==> src/rtl/pipe_hazard_ctrl.sv <==
// pipe_hazard_ctrl: pipeline stall/flush sequencer with a data-memory wait-state FSM
module pipe_hazard_ctrl #(
  parameter int MAX_WAIT = 8,
  parameter int CNT_W = 16
) (
  input  logic             clk_i,
  input  logic             rst_i,
  input  logic             idex_memread_i,
  input  logic [4:0]       idex_rd_i,
  input  logic [4:0]       ifid_rs_i,
  input  logic [4:0]       ifid_rt_i,
  input  logic             branch_taken_i,
  input  logic             dmem_req_i,
  input  logic             dmem_ack_i,
  output logic             pc_write_o,
  output logic             ifid_write_o,
  output logic             ifid_flush_o,
  output logic             idex_write_o,
  output logic             idex_bubble_o,
  output logic             exmem_write_o,
  output logic             memwb_bubble_o,
  output logic             err_o,
  output logic [CNT_W-1:0] stall_cnt_o
);
  localparam int WW = $clog2(MAX_WAIT + 1) + 1;
  typedef enum logic [1:0] {RUN, MEM_WAIT, ERR} state_t;
  state_t state, state_nx;
  logic [WW-1:0] wait_cnt, wait_nx;
  logic [CNT_W-1:0] stall_cnt;
  logic lu, mw, freeze, go;
  assign lu = idex_memread_i & (idex_rd_i != 5'd0) & ((idex_rd_i == ifid_rs_i) | (idex_rd_i == ifid_rt_i));
  assign mw = dmem_req_i & ~dmem_ack_i;
  // wait_cnt counts frozen cycles of the current access; reaching MAX_WAIT is fatal
  always_comb begin
    state_nx = state;
    wait_nx = wait_cnt;
    freeze = 1'b0;
    case (state)
      RUN: if (mw) begin
        freeze = 1'b1;
        wait_nx = WW'(1);
        state_nx = (MAX_WAIT == 1) ? ERR : MEM_WAIT;
      end
      MEM_WAIT: if (dmem_ack_i) begin
        state_nx = RUN;
        wait_nx = '0;
      end else begin
        freeze = 1'b1;
        wait_nx = wait_cnt + 1'b1;
        state_nx = (wait_cnt == WW'(MAX_WAIT - 1)) ? ERR : MEM_WAIT;
      end
      default: freeze = 1'b1;
    endcase
  end
  always_ff @(posedge clk_i or negedge rst_i) begin
    if (!rst_i) begin
      state <= RUN;
      wait_cnt <= '0;
    end else begin
      state <= state_nx;
      wait_cnt <= wait_nx;
    end
  end
  // outputs are gated by rst_i so reset forces them low without a clock edge
  assign go = rst_i & ~freeze;
  assign pc_write_o = go & ~lu;
  assign ifid_write_o = go & ~lu;
  assign ifid_flush_o = go & ~lu & branch_taken_i;
  assign idex_write_o = go;
  assign idex_bubble_o = go & lu;
  assign exmem_write_o = go;
  assign memwb_bubble_o = rst_i & freeze;
  assign err_o = rst_i & (state == ERR);
  always_ff @(posedge clk_i or negedge rst_i) begin
    if (!rst_i) stall_cnt <= '0;
    else if (!pc_write_o && !(&stall_cnt)) stall_cnt <= stall_cnt + 1'b1;
  end
  assign stall_cnt_o = stall_cnt;
endmodule
==> config.mk <==
export PLATFORM = sky130hd
export DESIGN_NAME = pipe_hazard_ctrl
export DESIGN_NICKNAME = d
export VERILOG_FILES = /design/src/rtl/pipe_hazard_ctrl.sv
export SDC_FILE = /design/constraint.sdc
export NUM_CORES = 1
export LEC_CHECK = 0
export BUFFER_PORTS_ARGS = -buffer_cell sky130_fd_sc_hd__buf_2
export CAP_MARGIN = 20
export CORE_MARGIN = 1.5
export CORE_UTILIZATION = 53
export CTS_CLUSTER_DIAMETER = 80
export CTS_CLUSTER_SIZE = 28
export DETAILED_ROUTE_END_ITERATION = 10
export GPL_TIMING_DRIVEN = 0
export HOLD_SLACK_MARGIN = 0.15
export PLACE_DENSITY = 0.86
export RECOVER_POWER = 100
export SLEW_MARGIN = 20
export SYNTH_ARGS = -nofsm -noshare
export SYNTH_HDL_FRONTEND = slang
export SYNTH_SLANG_ARGS = --single-unit
==> constraint.sdc <==
create_clock -name clk_i -period 5.7 [get_ports clk_i]
set_input_delay 0.855 -clock clk_i [delete_from_list [all_inputs] [get_ports clk_i]]
set_output_delay 0.855 -clock clk_i [all_outputs]
set_load 0.1 [all_outputs]
==> qor.txt <==
CTS tree: built
Required @ worst endpoint: 4.85 ns
DRC viols: 0
# resized after CTS: 0
die area: 2880 µm²
drt pass-1 iters: 4
hold endpoint: stall_cnt_o[11]
CTS buffer count: 3
dpl hpwl: 2.28 mm
Critical Path Start Type: input pin
H-tree depth: 1
Fillers: 228
Starting DRT DRC Count: 21
VDD IR max: 0.000669 V
vias: 1239
syn nets: 163
Fin Setup TNS: 0 ns
CP Max Fanout: 26
synth unique cells: 39
Routed Antenna Nets: 0
# clock sinks: 23
clk root buf: clkbuf_4
Slew HR: 13.1%
Hold/Removal Path Class: flop to flop
Syn Area/Cell: 9.71 µm²
hold_ws: 0.517 ns
Tcrit/Tclk final: 73.9%
Initial Util: 55.4%
R2R setup slack: 3.52 ns
Slew Viols, Final: 0
Boundary Pins: 45
critical path data arrival time: 3.35 ns
WL final: 2.96 mm
Leakage: 0.699 nW
vias in the first global route: 1117
Avg Vias per Cell: 5.68
Top FF cell, synth: dfrtp_1
critical path class: input pin to output pin
R2R depth: 6
crit end category: output pin
number of max-cap violations: 0
setup bufs post-CTS: 0
Layout area overhead: 16.7%
Final Hold Fails: 0
fin nets: 212
gr ovfl total: 0
core area: 2450 µm²
min cycle time layout: 4.21 ns
power density cells: 568 nW/µm²
Hold Crit Start: stall_cnt_o[11]
die height: 53.7 µm
Synth Register Bits: 23
worst skew pair latency: 0.31 ns
status: complete, no violations
Async SR Flop Fraction: 100%
Post-synth EDFFs: 0
Mapped Cells: 140
count of final setup violators: 0
hold_buf cts: 0
Max Clock Skew: 0.00468 ns
initial antenna violation count: 0
largest net degree at the start of global routing: 27
Hold Path Cell Cnt: 1
ant diodes: 0
commonest non-fill, non-tap cells in the layout: clkbuf_1, dfrtp_1, buf_2
Routed wire per std cell: 13.6 µm
post-synthesis sequential area ratio: 42.3%
IO buf count: 44
RSZ-0062 raised after global routing: false
num rows: 18
commonest non-fill, non-tap cell in the layout: clkbuf_1
Clock transition at path regs: 0.12 ns
Mapped Area: 1360 µm²
RR Endpoint: stall_cnt_o[1]
Die X: 53.7 µm
Critical Path Source: rst_i
clk buf depth: 2
fmax: 238 MHz
GPL Wtd Cong: 0.724
Synth warnings: 0
RR Startpoint: stall_cnt_o[0]
GRT Total Usage: 23.9%
global-route wire length before repair: 4.91 mm
worst slew pin tran: 1.30 ns
share of cells above drive strength 1: 18.1%
cell families after synthesis:
logic type	after synthesis	synth area share [%]
AO/OA/AOI/OAI	22	10.9
XOR/XNOR	21	13.5
adder cells (fa/ha/maj)	2	1.84
buffers and inverters	8	3.95
flip-flops	23	42.3
multiplexers	3	2.48
AND/OR/NAND/NOR	61	25.0
critical path, cell delays in order:
cell and delay [ns]:
clkbuf_1 0.93, and2_0 0.36, o21a_1 0.15, clkbuf_1 0.31, buf_6 0.20, and2_1 0.12, buf_2 0.41
cells in the mapped netlist, types with 2 or more instances:
library cell | n | area, µm²
mux2_2 | 3 | 33.8
nand4_1 | 3 | 18.8
buf_6 | 2 | 22.5
o21ai_0 | 7 | 35.0
xor2_1 | 21 | 184
a22oi_1 | 2 | 15.0
nor3_1 | 9 | 45.0
nor2_1 | 10 | 37.5
nor4_1 | 4 | 25.0
nand2_1 | 14 | 52.6
buf_4 | 2 | 15.0
nand3_1 | 8 | 40.0
a21oi_1 | 3 | 15.0
inv_1 | 3 | 11.3
ha_1 | 2 | 25.0
and2_1 | 2 | 12.5
dfrtp_1 | 23 | 576
power by group:
| part | switching (mW) | total [mW] | leakage (nW) | internal [mW] |
|---|---|---|---|---|
| clock | 0.0466 | 0.0740 | 0.0150 | 0.0274 |
| combinational | 0.458 | 0.541 | 0.407 | 0.0836 |
| sequential | 0.0682 | 0.286 | 0.277 | 0.218 |
worst max-delay path by stage:
stage / end / slack (ns) / cells past startpoint
finish: ifid_flush_o / 1.49 / 7
floorplan: idex_bubble_o / 0.62 / 4
CTS: ifid_flush_o / 2.19 / 8
global route: ifid_flush_o / 1.15 / 7
global placement: ifid_flush_o / 2.21 / 8
detailed placement: ifid_flush_o / 2.20 / 8
metal layers:
layer,vias up,GRT usage (%),wire length [µm],share of wire (%)
met5,-,0,0,0
met4,0,7.26,51,1.7
met3,6,6.11,132,4.5
met2,36,44.0,1540,52
met1,599,26.8,1240,42
li1,598,-,-,-
final cells by class:
cell class	count	area [µm²]	area share [%]
buffer	5	35.0	2.21
clock buffer	4	26.3	1.66
inverter	3	11.3	0.710
multi-input combinational	109	709	44.7
sequential	23	576	36.3
tap	30	37.5	2.37
timing repair buffer	44	191	12.1
per-stage QoR:
step | area [µm²] | util (%) | cells | setup WS (ns) | total power [mW]
after CTS | 1640 | 67.0 | 218 | 2.19 | 0.927
final | 1590 | 64.6 | 218 | 1.49 | 0.901
after global routing | 1590 | 64.6 | 218 | 1.15 | 0.953
after global placement | 1620 | 65.9 | 214 | 2.21 | 0.839
after detailed placement | 1620 | 65.9 | 214 | 2.20 | 0.851
after floorplan | 1360 | - | 140 | 0.623 | 0.753
state kept, by name (all words and copies together) (netlist names):
name and flops:
stall_cnt_o 16, state 2, wait_cnt 5
No activity file was read; power rests on OpenSTA's default activity.
